<file path="src/rtl/decode_stage.sv">
// Decode stage: instruction FIFO feeding a registered decode bundle with condition evaluation.
// Optional branch decoding is enabled by defining DECODE_BRANCH_EN.
module decode_stage #(
    parameter int DEPTH     = 2,
    parameter int REG_W     = 4,
    parameter int OPERAND_W = 12
) (
    input  logic                 clk,
    input  logic                 rst,
    input  logic                 flush,
    input  logic                 in_valid,
    output logic                 in_ready,
    input  logic [31:0]          inst,
    input  logic [3:0]           flags,
    output logic                 out_valid,
    input  logic                 out_ready,
    output logic [3:0]           alu_op,
    output logic [5:0]           mf_op,
    output logic [REG_W-1:0]     reg_n,
    output logic [REG_W-1:0]     reg_d,
    output logic [OPERAND_W-1:0] operand,
    output logic                 s_cpsr,
    output logic                 dp_dt,
    output logic                 r_i,
    output logic                 cond_pass,
`ifdef DECODE_BRANCH_EN
    output logic                 br,
    output logic                 br_link,
    output logic [23:0]          br_off,
`endif
    output logic                 undef
);

    localparam int AW = $clog2(DEPTH);

    typedef struct packed {
        logic [3:0]           alu_op;
        logic [5:0]           mf_op;
        logic [REG_W-1:0]     reg_n;
        logic [REG_W-1:0]     reg_d;
        logic [OPERAND_W-1:0] operand;
        logic                 s_cpsr;
        logic                 dp_dt;
        logic                 r_i;
        logic                 cond_pass;
        logic                 undef;
`ifdef DECODE_BRANCH_EN
        logic                 br;
        logic                 br_link;
        logic [23:0]          br_off;
`endif
    } bundle_t;

    logic [31:0] r_mem [DEPTH];
    logic [AW:0] r_wr_ptr;
    logic [AW:0] r_rd_ptr;
    logic        r_out_valid;
    bundle_t     r_bundle;

    logic        w_full;
    logic        w_empty;
    logic        w_push;
    logic        w_load;
    logic [31:0] w_head;
    logic [3:0]  w_cond;
    logic [1:0]  w_fmt;
    logic        w_fmt_undef;
    bundle_t     w_dec;

    // Both sides: a transfer happens on a rising edge where valid && ready are both high;
    // a valid producer holds its data until that edge. A flush edge transfers nothing.
    assign w_full   = (r_wr_ptr[AW] != r_rd_ptr[AW]) && (r_wr_ptr[AW-1:0] == r_rd_ptr[AW-1:0]);
    assign w_empty  = (r_wr_ptr == r_rd_ptr);
    assign in_ready = !rst && !w_full;
    assign w_push   = in_valid && in_ready && !flush;
    assign w_load   = !w_empty && (!r_out_valid || out_ready) && !flush;
    assign w_head   = r_mem[r_rd_ptr[AW-1:0]];
    assign w_cond   = w_head[31:28];
    assign w_fmt    = w_head[27:26];

    // flags bit3..0 = N,Z,C,V
    function automatic logic cond_eval(input logic [3:0] c, input logic [3:0] f);
        logic n, z, cy, v;
        n  = f[3];
        z  = f[2];
        cy = f[1];
        v  = f[0];
        case (c)
            4'h0:    cond_eval = z;
            4'h1:    cond_eval = !z;
            4'h2:    cond_eval = cy;
            4'h3:    cond_eval = !cy;
            4'h4:    cond_eval = n;
            4'h5:    cond_eval = !n;
            4'h6:    cond_eval = v;
            4'h7:    cond_eval = !v;
            4'h8:    cond_eval = cy && !z;
            4'h9:    cond_eval = !cy || z;
            4'hA:    cond_eval = (n == v);
            4'hB:    cond_eval = (n != v);
            4'hC:    cond_eval = !z && (n == v);
            4'hD:    cond_eval = z || (n != v);
            4'hE:    cond_eval = 1'b1;
            default: cond_eval = 1'b0;
        endcase
    endfunction

`ifdef DECODE_BRANCH_EN
    assign w_fmt_undef = (w_fmt == 2'b11);
`else
    assign w_fmt_undef = w_fmt[1];
`endif

    always_comb begin
        w_dec           = '0;
        w_dec.reg_n     = w_head[16 +: REG_W];
        w_dec.reg_d     = w_head[12 +: REG_W];
        w_dec.cond_pass = cond_eval(w_cond, flags);
        w_dec.undef     = (w_cond == 4'hF) || w_fmt_undef;
        if (!w_dec.undef) begin
            w_dec.operand = w_head[OPERAND_W-1:0];
            case (w_fmt)
                2'b00: begin
                    w_dec.dp_dt  = 1'b1;
                    w_dec.alu_op = w_head[24:21];
                    w_dec.s_cpsr = w_head[20];
                    w_dec.r_i    = !w_head[25];
                end
                2'b01: w_dec.mf_op = w_head[25:20];
                default: begin
`ifdef DECODE_BRANCH_EN
                    w_dec.br      = 1'b1;
                    w_dec.br_link = w_head[24];
                    w_dec.br_off  = w_head[23:0];
`endif
                end
            endcase
        end
    end

    always_ff @(posedge clk) begin
        if (w_push) begin
            r_mem[r_wr_ptr[AW-1:0]] <= inst;
        end
    end

    always_ff @(posedge clk) begin
        if (rst) begin
            r_wr_ptr    <= '0;
            r_rd_ptr    <= '0;
            r_out_valid <= 1'b0;
            r_bundle    <= '0;
        end else if (flush) begin
            r_wr_ptr    <= '0;
            r_rd_ptr    <= '0;
            r_out_valid <= 1'b0;
        end else begin
            if (w_push) begin
                r_wr_ptr <= r_wr_ptr + (AW+1)'(1);
            end
            if (w_load) begin
                r_rd_ptr    <= r_rd_ptr + (AW+1)'(1);
                r_bundle    <= w_dec;
                r_out_valid <= 1'b1;
            end else if (out_ready) begin
                r_out_valid <= 1'b0;
            end
        end
    end

    assign out_valid = r_out_valid;
    assign alu_op    = r_bundle.alu_op;
    assign mf_op     = r_bundle.mf_op;
    assign reg_n     = r_bundle.reg_n;
    assign reg_d     = r_bundle.reg_d;
    assign operand   = r_bundle.operand;
    assign s_cpsr    = r_bundle.s_cpsr;
    assign dp_dt     = r_bundle.dp_dt;
    assign r_i       = r_bundle.r_i;
    assign cond_pass = r_bundle.cond_pass;
    assign undef     = r_bundle.undef;
`ifdef DECODE_BRANCH_EN
    assign br        = r_bundle.br;
    assign br_link   = r_bundle.br_link;
    assign br_off    = r_bundle.br_off;
`endif

endmodule

</file>
<file path="config.mk">
export PLATFORM = sky130hd
export DESIGN_NAME = decode_stage
export DESIGN_NICKNAME = d
export VERILOG_FILES = /design/src/rtl/decode_stage.sv
export SDC_FILE = /design/constraint.sdc
export NUM_CORES = 1
export LEC_CHECK = 0
export CAP_MARGIN = 20
export CORE_ASPECT_RATIO = 0.6
export CORE_UTILIZATION = 48
export CTS_BUF_LIST = sky130_fd_sc_hd__clkbuf_4 sky130_fd_sc_hd__clkbuf_8
export DETAILED_ROUTE_END_ITERATION = 8
export GPL_TIMING_DRIVEN = 0
export HOLD_SLACK_MARGIN = 0.12
export PLACE_DENSITY_LB_ADDON = 0.3
export SLEW_MARGIN = 20
export SYNTH_ARGS = -nofsm -noshare
export SYNTH_HDL_FRONTEND = slang
export SYNTH_SLANG_ARGS = --single-unit
</file>
<file path="constraint.sdc">
create_clock -name clk -period 5.5 [get_ports clk]
set_input_delay 0.55 -clock clk [delete_from_list [all_inputs] [get_ports clk]]
set_output_delay 0.55 -clock clk [all_outputs]
set_load 0.02 [all_outputs]
</file>
==> results of run 1 <==
[final timing paths]
| check | endpoint |
|---|---|
| max | in_ready |
| min | undef |
| max reg2reg | operand[8] |
| min reg2reg | undef |
[synthesized netlist by cell type, drive strengths merged]
cell type	count	share of area, %
edfxtp	64	46
dfxtp	41	19
nor2	40	3.6
a22oi	25	4.6
mux2	21	5.6
mux2i	13	3.1
clkbuf	11	0.98
nor3	10	1.3
buf	9	1.3
a211oi	8	1.4
a21oi	8	0.95
nand2	7	0.62
xor2	7	1.8
nand3	5	0.59
inv	4	0.36
nand3b	4	0.71
nor4	4	0.95
nor2b	3	0.45
a221o	2	0.48
a311oi	2	0.42
a32oi	2	0.42
and3	2	0.30
nand2b	2	0.30
nor3b	2	0.36
o211ai	2	0.68
o21ai	2	0.24
o21bai	2	0.36
or3b	2	0.42
a2111oi	1	0.21
a21boi	1	0.18
a31oi	1	0.15
and2b	1	0.18
nand4	1	0.15
nand4b	1	0.21
nor4b	1	0.56
nor4bb	1	0.24
o211a	1	0.24
o221ai	1	0.21
or2	1	0.15
xnor2	1	0.21
[kinds of logic (layout without fill, tap and decap cells)]
group,Yosys count,count (layout),share of synthesized area (%)
compound gates,58,58,10.5
xor+xnor,8,8,2.02
buf+inv,24,120,2.61
flops,105,105,65.1
mux,34,34,8.70
simple gates,87,87,11.0
[flip-flops by register name, indices dropped and copies added (netlist names), named ones only]
register / flops
reg_d: 4
r_mem: 64
r_i: 1
s_cpsr: 1
out_valid: 1
dp_dt: 1
undef: 1
r_rd_ptr: 2
alu_op: 4
mf_op: 6
operand: 12
cond_pass: 1
reg_n: 4
r_wr_ptr: 2
[power breakdown]
part	total [mW]	internal, mW	switching (mW)
logic	0.124	0.0614	0.0627
registers	0.858	0.850	0.00822
clock network	0.598	0.313	0.285
[routing by layer]
layer,global-route usage [%],vias to the layer above
li1,-,1372
met1,29.6,1405
met2,32.0,133
met3,9.43,10
met4,6.37,0
met5,0,-
[worst min-delay path, cell delays in order (launching register included)]
cell	delay (ns)
dfxtp_1	0.33
nor2_1	0.10
nor3_1	0.05
[cell usage in the layout (no fill, tap or decap), types with 4 or more instances in the layout]
master	instances
nand2_1	7
a22oi_1	24
edfxtp_1	64
inv_1	4
mux2i_1	13
buf_2	7
clkbuf_8	9
xor2_1	5
dfxtp_1	41
nand3b_1	4
a211oi_1	8
clkdlybuf4s50_1	75
a21oi_1	8
mux2_2	21
nor2_1	39
clkbuf_1	11
nor3_1	8
nand3_1	5
[layout make-up]
cell class | count | share of cell area [%]
inverters | 4 | 0.276
multi-input cells | 187 | 25.3
well taps | 112 | 2.58
flip-flops and latches | 105 | 50.5
clock buffers | 9 | 2.28
clock inverters | 7 | 2.44
plain buffers | 20 | 1.75
repair buffers | 80 | 14.9
[per-stage QoR]
stage	power (mW)	instance area (sq um)
final	1.58	5430
after global routing	1.63	5430
after CTS	1.58	5430
after detailed placement	0.999	5170
after global placement	0.994	5100
after floorplan	0.934	4210
==> results.md, run 1 <==
- Run status: complete, no violations
- Cell Area, Synth: 4210 sq um
- DR WL/cell: between 15 and 20 um
- Sequential area share after synthesis: 65.1%
- Post-CTS Setup Inserts: 0
- Number of global-route vias before repair: 2771
- Grt total ovfl: 0
- Required time of the critical path: ~5.0 ns
- First drt pass iteration count: 5
- Net count after synthesis: 357
- # IOs: 78
- Non-Filler Instances: 524
- Row cnt: 26
- Critical path launch point: r_rd_ptr[0]
- Slew headroom: 65.5%
- Multi-input gate area: 1370 sq um
- Die height: approximately 75 um
- Flops & latches, synth: 105
- Highest-delay cell along the critical path: clkdlybuf4s50_1
- Via-per-instance ratio: between 5 and 6
- Fill cell count: 656
- Hold Buf Count CTS: 0
- First-pass GRT wire length: 14.5 mm
- Placement Setup Slack: a little under 3 ns
- Maximum fanout along the worst path: 6
- Gpl congestion: 0.921
- DIE WIDTH: 123 um
- Setup Crit Path Kind: reg2out
- DR top layer: met4
- DP HPWL: 6.49 mm
- Worst skew pair latency: 0.39 ns
- Mapped Cells: 316
- Hold slack: 0.507 ns
- RSZ-0062 raised after global routing: false
- Pleak: 1.81 nW
- Crit path buffers/inverters: 2
- CP peak stage delay: around 0.63 ns
- Crit start category: register
- Post-CTS Resized: 0
- Synth warn: 0
- Final setup vio count: 0
- Area delta synth->final: 28.9%
- Fin nets: between 400 and 500
- Detail Route Antenna Nets: 0
- Mapped Avg Cell Area: about 13 sq um
- R2R Path Start: r_mem[1][31]
- Tmin final: 2.57 ns
- Die ar.: 9170 sq um
- # H-tree levels: 3
- Max Cap Viol: 0
- GRT Total Usage: a little over a fifth
- Worst slew pin tran: 0.518 ns
- FMAX: 389 MHz
- Setup TNS: 0 ns
- Min-Delay Path Depth: 2
- Max clock buf depth: 2
- Critical Path End Type: output port
- Core area: 8520 sq um
- Hold_sp: undef
- WL met3: roughly 900 um
- Routed wl met2: 4.15 mm
- Layout cells sized above 1: between 15 and 20%
- Stages on worst setup path: 4
- Hold Crit Class: reg2reg
- Final Cycle Share: between 40 and 50%
- CTS tree: yes
- Vias: 2920
- Largest net degree at the start of global routing: 24
- Cell variety after synth: 48
- Fin. max-slew vios: 0
- Hold Fails Final Rpt: 0
- Root Buffer: clkbuf_8
- Worst IR Drop VDD: ~0.20 mV
- Min setup slack post-route: 2.93 ns
- Cells on worst reg2reg path: 7
- Clk pin slew, worst setup/hold paths: 0.10 ns
- CTS sink cnt: 105
- Starting density of the core: 49.4%
- Clock Skew: between 0.01 and 0.015 ns
- Placed cell count: approximately 510
- Initial antenna violation count: 0
- CP cell instances: xor2_2 -> inv_1 -> a21oi_1 -> clkdlybuf4s50_1
- Reg2Reg Setup Slack: 3.41 ns
- Wl on met1: roughly 4.2 mm
- Drt total wl: 9.40 mm
- CP top delay family: buffers and inverters
- Reg area: 2740 sq um
- I/O Buffers: 75
- CTS Buf Count: 9
- Ant. Diodes: 0
- DRC: 0
- Detailed Route Iter0 Violations: 212
- CP Data Arrival Time: 2.02 ns
- Post-layout util: 63.7%
- Pwr per Cell Area: 291 nW/um^2
No activity file was read; power rests on OpenSTA's default activity.
==> run 2: changes to the inputs <==
==> constraint.sdc (replaced) <==
create_clock -name clk -period 2.1 [get_ports clk]
set_input_delay 0.21 -clock clk [delete_from_list [all_inputs] [get_ports clk]]
set_output_delay 0.21 -clock clk [all_outputs]
set_load 0.02 [all_outputs]
==> results.md, run 2 (same netlist as run 1, synthesis figures left out) <==
- Crit start category: register
- Hold Fails Final Rpt: 0
- FF-to-FF End: cond_pass
- Worst IR Drop VDD: roughly 0.45 mV
- Fill cell count: 659
- Largest net degree at the start of global routing: 21
- Final setup vio count: 0
- Highest-delay cell along the critical path: dfxtp_1
- # IOs: 78
- WHS Endpoint: cond_pass
- Die height: 74.6 um
- Max clock buf depth: 2
- DP HPWL: 6.30 mm
- Run status: complete, no violations
- FMAX: 503 MHz
- Core area: between 8000 and 9000 sq um
- Max Cap Viol: 0
- Initial antenna violation count: 0
- Detail Route Antenna Nets: 0
- Worst skew pair latency: about 0.37 ns
- GRT Total Usage: 21.3%
- RSZ-0062 raised after global routing: false
- Ant. Diodes: 0
- DRC: 0
- Required time of the critical path: 2.35 ns
- Vias: 2918
- Min-Delay Path Depth: 2
- CP top delay family: compound AO/OA/AOI/OAI gates
- Most frequent cells in the layout: clkdlybuf4s50_1 (74), edfxtp_1 (64), nor2_1 (39)
- Drt total wl: 9.09 mm
- Clk pin slew, worst setup/hold paths: 0.09 ns
- Pwr per Cell Area: 688 nW/um^2
- Cells on worst reg2reg path: 5
- Crit path buffers/inverters: 0
- First drt pass iteration count: 5
- Hold Buf Count CTS: 0
- CTS tree: yes
- DR WL/cell: 17.4 um
- Setup TNS: 0 ns
- CP peak stage delay: 0.41 ns
- Fin. max-slew vios: 0
- Layout cells sized above 1: 16.1%
- Post-layout util: 63.2%
- Clock Skew: 0.0104 ns
- Maximum fanout along the worst path: 8
- Final Total Pwr: 3.70 mW
- Pleak: 1.78 nW
- Number of global-route vias before repair: roughly 2700
- R2R Path Start: r_rd_ptr[1]
- Hold_sp: rst
- Hold Crit Class: in2reg
- Final Cycle Share: 94.8%
- Via-per-instance ratio: approximately 5.6
- Row cnt: 26
- CP Data Arrival Time: about 2.2 ns
- Root Buffer: clkbuf_8
- Area delta synth->final: 27.8%
- Grt total ovfl: 0
- I/O Buffers: 75
- Tmin final: around 2.0 ns
- Gpl congestion: between 0.9 and 1
- Slew headroom: approximately 67%
- Fin nets: 447
- Commonest non-fill, non-tap cell in the layout: clkdlybuf4s50_1
- Worst slew pin tran: ~0.49 ns
- Largest register FFs: 64
- CTS Buf Count: 9
- DIE WIDTH: 123 um
- Starting density of the core: 49.4%
- CP cell instances: xor2_2 -> o211ai_4 -> a221o_1 -> nor4_1 -> a311oi_1
- CTS sink cnt: 105
- Setup Crit Path Kind: reg2reg
- # H-tree levels: 3
- Reg2Reg Setup Slack: approximately 0.11 ns
- First-pass GRT wire length: 14.1 mm
- Die ar.: 9170 sq um
- Detailed Route Iter0 Violations: 239
- Critical Path End Type: register
## run 2: worst max-delay path by stage
| stage | from | to | cells after the start |
|---|---|---|---|
| after floorplan | r_rd_ptr[1] | r_mem[0][0] | 3 |
| after global placement | flush | r_mem[1][22] | 4 |
| after detailed placement | register | cond_pass | 6 |
| after CTS | register | cond_pass | 6 |
| after global routing | r_rd_ptr[1] | operand[6] | 6 |
| final | r_rd_ptr[1] | cond_pass | 5 |
## run 2: area by class of cell
type / instances / area [sq um] / share of cell area (%)
Buffer: 19 / 96.3 / 1.79
Clock buffer: 10 / 131 / 2.44
Clock inverter: 6 / 41.3 / 0.767
Inverter: 4 / 15.0 / 0.279
Multi-Input combinational cell: 187 / 1390 / 25.8
Sequential cell: 105 / 2750 / 51.0
Tap cell: 112 / 140 / 2.60
Timing Repair Buffer: 80 / 822 / 15.3
## run 2: report_power, final
group	internal [mW]	total [mW]	switching, mW
clock	0.452	1.13	0.677
sequential	2.23	2.25	0.0225
combinational	0.162	0.325	0.163
## run 2: per-stage QoR
step | area [sq um] | setup slack, ns | hold slack [ns] | instances
2_1_floorplan | 4230 | 0.100 | 0.289 | 316
3_3_place_gp | 5120 | -0.776 | 0.486 | 503
3_5_place_dp | 5180 | -0.0362 | 0.494 | 506
4_1_cts | 5360 | 0.0216 | 0.243 | 522
5_1_grt | 5380 | 0.0245 | 0.239 | 523
6_report | 5380 | 0.110 | 0.253 | 523
## run 2: timing repair
item	4_1_cts	5_1_grt
setup endpoints to repair	2	18
pin swaps	0	1
gates resized for setup	4	4
setup buffers	0	2
## run 2: layer usage
| layer | track usage (%) | part of all wire [%] |
|---|---|---|
| met4 | 8.13 | 1.5 |
| met2 | 29.5 | 43 |
| met5 | 0 | 0 |
| met1 | 30.1 | 47 |
| met3 | 8.28 | 8.6 |
